==> config.mk <==
export PLATFORM = sky130hd
export DESIGN_NAME = vector_mem_access
export DESIGN_NICKNAME = d
export VERILOG_FILES = /design/src/rtl/vmem_pkg.sv /design/src/rtl/vector_lane_buffer.sv /design/src/rtl/vector_mem_access.sv
export SDC_FILE = /design/constraint.sdc
export NUM_CORES = 1
export LEC_CHECK = 0
export ABC_AREA = 1
export BUFFER_PORTS_ARGS = -buffer_cell sky130_fd_sc_hd__buf_2
export CAP_MARGIN = 0
export CORE_AREA = 2 2 252 254
export CTS_BUF_LIST = sky130_fd_sc_hd__clkbuf_4
export DETAILED_ROUTE_END_ITERATION = 10
export DIE_AREA = 0 0 254 256
export PLACE_DENSITY_LB_ADDON = 0.25
export SYNTH_ARGS = -nofsm -noshare
export SYNTH_HDL_FRONTEND = slang
export SYNTH_SLANG_ARGS = --single-unit
==> constraint.sdc <==
create_clock -name clk -period 35.1 [get_ports clk]
set_clock_uncertainty 0.05 [all_clocks]
set_input_delay 7.02 -clock clk [delete_from_list [all_inputs] [get_ports clk]]
set_output_delay 7.02 -clock clk [all_outputs]
set_load 0.005 [all_outputs]
==> src/rtl/vmem_pkg.sv <==
// vmem_pkg: shared state encoding and beat geometry for the vector load/store engine
package vmem_pkg;
  localparam int N_W = 32;
  localparam int V_W = 256;
  localparam int BEATS = V_W / N_W;
  localparam int CNT_W = $clog2(BEATS);
  localparam int WORD_STRIDE = 4;
  typedef enum logic [2:0] {IDLE, LOAD, DRAIN, STORE, DONE} vmem_state_t;
endpackage

==> src/rtl/vector_lane_buffer.sv <==
// vector_lane_buffer: V-bit register written one N-bit lane at a time
module vector_lane_buffer #(
  parameter int N = 32,
  parameter int V = 256,
  parameter int LW = 3
) (
  input  logic          clk,
  input  logic          rst,
  input  logic          i_we,
  input  logic [LW-1:0] i_lane,
  input  logic [N-1:0]  i_data,
  output logic [V-1:0]  o_vec
);
  logic [V-1:0] r_vec;
  always_ff @(posedge clk or posedge rst)
    if (rst) r_vec <= '0;
    else if (i_we) r_vec[i_lane*N +: N] <= i_data;
  assign o_vec = r_vec;
endmodule

==> src/rtl/vector_mem_access.sv <==
// vector_mem_access: multi-beat vector load/store engine between the Memory stage and a word-wide memory port
module vector_mem_access
  import vmem_pkg::*;
#(
  parameter int N = N_W,
  parameter int V = V_W
) (
  input  logic         clk,
  input  logic         rst,
  input  logic         start_load,
  input  logic         start_store,
  input  logic [N-1:0] addr,
  input  logic [V-1:0] wdata_v,
  input  logic [N-1:0] mem_rdata,
  output logic [N-1:0] mem_addr,
  output logic [N-1:0] mem_wdata,
  output logic         mem_we,
  output logic         mem_re,
  output logic [V-1:0] rdata_v,
  output logic         stall,
  output logic         done
);
  localparam int NB = V / N;
  localparam int CW = $clog2(NB);
  vmem_state_t r_state, w_next;
  logic [CW-1:0] r_cnt;
  logic [N-1:0]  r_base;
  logic [V-1:0]  r_wdata;
  logic          w_start, w_last, w_lane_we;
  logic [CW-1:0] w_lane;
  logic [N-1:0]  w_beat_addr;
  assign w_start = start_load | start_store;
  assign w_last = r_cnt == CW'(NB - 1);
  assign w_beat_addr = r_base + N'(r_cnt) * N'(WORD_STRIDE);
  always_comb begin
    w_next = r_state;
    case (r_state)
      IDLE:    w_next = start_store ? STORE : start_load ? LOAD : IDLE;
      LOAD:    w_next = w_last ? DRAIN : LOAD;
      DRAIN:   w_next = DONE;
      STORE:   w_next = w_last ? DONE : STORE;
      DONE:    w_next = IDLE;
      default: w_next = IDLE;
    endcase
  end
  always_ff @(posedge clk or posedge rst)
    if (rst) begin
      r_state <= IDLE;
      r_cnt   <= '0;
      r_base  <= '0;
      r_wdata <= '0;
    end else begin
      r_state <= w_next;
      r_cnt   <= (r_state == LOAD || r_state == STORE) ? r_cnt + CW'(1) : '0;
      if (r_state == IDLE && w_start) r_base <= {addr[N-1:2], 2'b00};
      if (r_state == IDLE && start_store) r_wdata <= wdata_v;
    end
  assign mem_re = r_state == LOAD;
  assign mem_we = r_state == STORE;
  assign mem_addr = (mem_re | mem_we) ? w_beat_addr : '0;
  assign mem_wdata = mem_we ? r_wdata[r_cnt*N +: N] : '0;
  assign stall = (r_state == IDLE) ? w_start : (r_state != DONE);
  assign done = r_state == DONE;
  // read data trails its strobe by one cycle, so lane cnt-1 lands now and the last lane lands in DRAIN
  assign w_lane_we = (mem_re && r_cnt != '0) || r_state == DRAIN;
  assign w_lane = (r_state == DRAIN) ? CW'(NB - 1) : r_cnt - CW'(1);
  vector_lane_buffer #(.N(N), .V(V), .LW(CW)) u_rbuf (
    .clk    (clk),
    .rst    (rst),
    .i_we   (w_lane_we),
    .i_lane (w_lane),
    .i_data (mem_rdata),
    .o_vec  (rdata_v)
  );
endmodule

==> impl_metrics.json <==
{
  "power.leakage_nw": 15.9,
  "ys_seq_area_share_pct": 52.9,
  "fin_cells": 4594,
  "min_period_over_period_pct": 43.1,
  "dp.cells": 4307,
  "vias_per_cell": 5.12,
  "hold_viol": 0,
  "routed_wl_um": 90400,
  "wl_met1_um": 34400,
  "synth_cell_type_count": 32,
  "yosysMostFrequentCell": "nand2_1",
  "p_comb_share_pct": 47.9,
  "status": "finished, final reports clean",
  "switching_share_pct": 45.9,
  "max_freq_ghz": 0.0661,
  "io_buffers": 643,
  "synth_common_cells": "nand2_1 (660), dfrtp_1 (548), nor2_1 (466), o21ai_0 (273), mux2_2 (208)",
  "synthArstFlopShare_pct": 100,
  "drt-pass1-iter-count": 5,
  "die_area_um2": 65000,
  "period_needed_ns": 15.13,
  "syn_inst": 2992,
  "grt_setup_unrepaired": "no",
  "switchingPower_mw": 1.51,
  "pwr-share-clk_pct": 18.3,
  "cts-resized-gates": 0,
  "met2WireLength_um": 44200,
  "fin_nets": 3953,
  "antenna_found_initial": 34,
  "setup_tns_ns": 0,
  "synth_area_leaders": "dfrtp_1 (53%), nand2_1 (9.6%), mux2_2 (9.0%)",
  "cp.arrival_ns": 8.06,
  "areaGrowthSynthToFinish_pct": 22.0,
  "synth_edf_count": 0,
  "power_frac_seq_pct": 33.8,
  "ys_warn_count": 0,
  "cts-root-buf": "clkbuf_4",
  "rows": 92,
  "ant_nets": 0,
  "synthFlopType": "dfrtp_1",
  "cp_max_fo": 46,
  "layout-drive-gt1-share_pct": 31.2,
  "ir_drop_mv": 0.0996,
  "cp.required_ns": 28.03,
  "post-cts-setup-buffers": 0,
  "die_x_um": 254,
  "path_class": "primary input to output pin",
  "die_y_um": 256,
  "yosysTopAreaCellShare_pct": 52.9,
  "internal_power_mw": 1.79,
  "top_layer": "met5",
  "clk_pin_slew_ns": 0.06,
  "power_mw": 3.30,
  "grt.overflow.total": 0,
  "clk_latency_ns": 0.95,
  "cp-start-kind": "primary input",
  "grt_max_degree": 211,
  "grt_pass1_vias": 22600,
  "slew_headroom_pct": 15.0,
  "stdcell_area_um2": 31600,
  "cts_hold_buf": 0,
  "cts_made_buffers": 155,
  "cts_tree": "yes",
  "numClockSinks": 548,
  "maxCapViolations": 0,
  "clk_path_buf_depth": 3,
  "core_um2": 62400,
  "power_density_nw_per_um2": 104,
  "first_iter_violations": 1621,
  "final_util_pct": 50.7,
  "grt_pass1_wl_um": 134000,
  "max_slew.worst_pin.slew_ns": 1.27,
  "grt_util_all_layers_pct": 27.3,
  "cp-end-kind": "output pin",
  "finalSetupViolations": 0,
  "dp_hpwl_um": 62100,
  "synth-seq-cells": 548,
  "drc_errors": 0,
  "start_util_pct": 41.5,
  "placed_cell_area_um2": 29600,
  "synth_area_um2": 25900,
  "met3_length_um": 7800,
  "drv_slew": 0,
  "wire_per_inst_um": 19.7,
  "io_pins": 648,
  "fillCellCount": 6160,
  "gp_congestion": 0.911,
  "worstHoldPathType": "flip-flop to flip-flop",
  "num_vias": 23500,
  "cts_htree_levels": 4,
  "avgSynthCellArea_um2": 8.66,
  "synth_top_area_cell": "dfrtp_1"
}
==> registers in the layout, indices dropped and copies added, names as in the netlist <==
name / cells
r_state: 3
r_base: 30
r_wdata: 256
r_cnt: 3
u_rbuf.o_vec: 256
==> power groups by stage <==
stage	Sequential (mW)	Clock [mW]	Combinational [mW]
after global routing	1.15	0.653	1.74
final	1.11	0.605	1.58
after detailed placement	1.12	0	1.58
after CTS	1.11	0.622	1.58
after global placement	1.11	0	1.55
after floorplan	1.09	0	1.01
==> final cells by class <==
| cell class | count | area (um^2) | share of cell area (%) |
|---|---|---|---|
| Sequential cell | 548 | 13700 | 43.4 |
| Multi-Input combinational cell | 2065 | 10600 | 33.7 |
| Timing Repair Buffer | 673 | 3480 | 11.0 |
| Clock buffer | 228 | 1710 | 5.41 |
| Tap cell | 846 | 1060 | 3.35 |
| Inverter | 175 | 669 | 2.12 |
| Clock inverter | 40 | 282 | 0.890 |
| Antenna cell | 19 | 47.5 | 0.150 |
==> layout by cell type, fill, tap and decap left out, types with 2 or more instances in the layout <==
master      Yosys  layout
buf_2         105     643
inv_4           1       2
inv_2           8      11
xnor2_1         3       3
dfrtp_1       548     545
ha_1           10      10
clkinv_2        0       2
nor2_1        466     465
clkbuf_4        0     228
nor2_4          5       6
a21oi_1       156     156
clkinv_1        0      23
nand3_1       152     151
buf_12          0       3
clkinvlp_4      0       2
o21ai_1        10      10
nor3_1          5       5
nand4_1        33      33
nand2_2         5       7
buf_4           7      27
conb_1          1       2
clkinv_4        0       3
mux2_2        208     208
diode_2         0      19
dfrtp_4         0       2
nand3b_1        2       2
inv_1         166     163
inv_8           0       2
o211ai_1       33      33
o21ai_0       273     273
nand3_2         5       5
o21bai_1       32      32
nand2_1       660     658
inv_6           0       4
bufinv_16       0       3
==> cell families (layout without fill, tap and decap cells) <==
kind of cell | Yosys count | in the layout | share of synthesized area [%]
flops | 548 | 548 | 52.9
mux | 208 | 208 | 9.04
buf+inv | 380 | 1116 | 6.15
other cells | 1 | 21 | 0.0145
simple gates | 1335 | 1335 | 20.8
xor+xnor | 3 | 3 | 0.101
compound gates | 506 | 506 | 10.4
fa+ha+maj | 11 | 11 | 0.560
==> layer usage <==
layer  GRT usage, %  vias to the layer above
li1               -                    11100
met1           32.1                    11200
met2           45.1                      952
met3           8.50                      206
met4           12.9                       30
met5              0                        -
==> per-stage QoR <==
stage	hold WS (ns)	setup slack [ns]
finish	0.414	19.97
global route	0.440	19.89
CTS	0.418	19.94
detailed placement	0.403	19.94
global placement	0.399	19.96
floorplan	0.415	12.71
==> final timing paths <==
kind	start	slack, ns	end	cells past startpoint
min reg2reg	u_rbuf.o_vec[136]	0.41	u_rbuf.o_vec[136]	2
max reg2reg	r_cnt[1]	29.58	u_rbuf.o_vec[185]	16
min	u_rbuf.o_vec[136]	0.41	u_rbuf.o_vec[136]	2
max	start_store	19.97	stall	5
max in group asynchronous	rst	26.66	r_wdata[179]	4
min in group asynchronous	rst	6.15	u_rbuf.o_vec[205]	2
==> worst max-delay path: stages <==
cell      delay, ns
buf_2          0.13
o211ai_4       0.16
buf_4          0.46
nand2_1        0.12
buf_2          0.16
No activity file was read; power rests on OpenSTA's default activity.
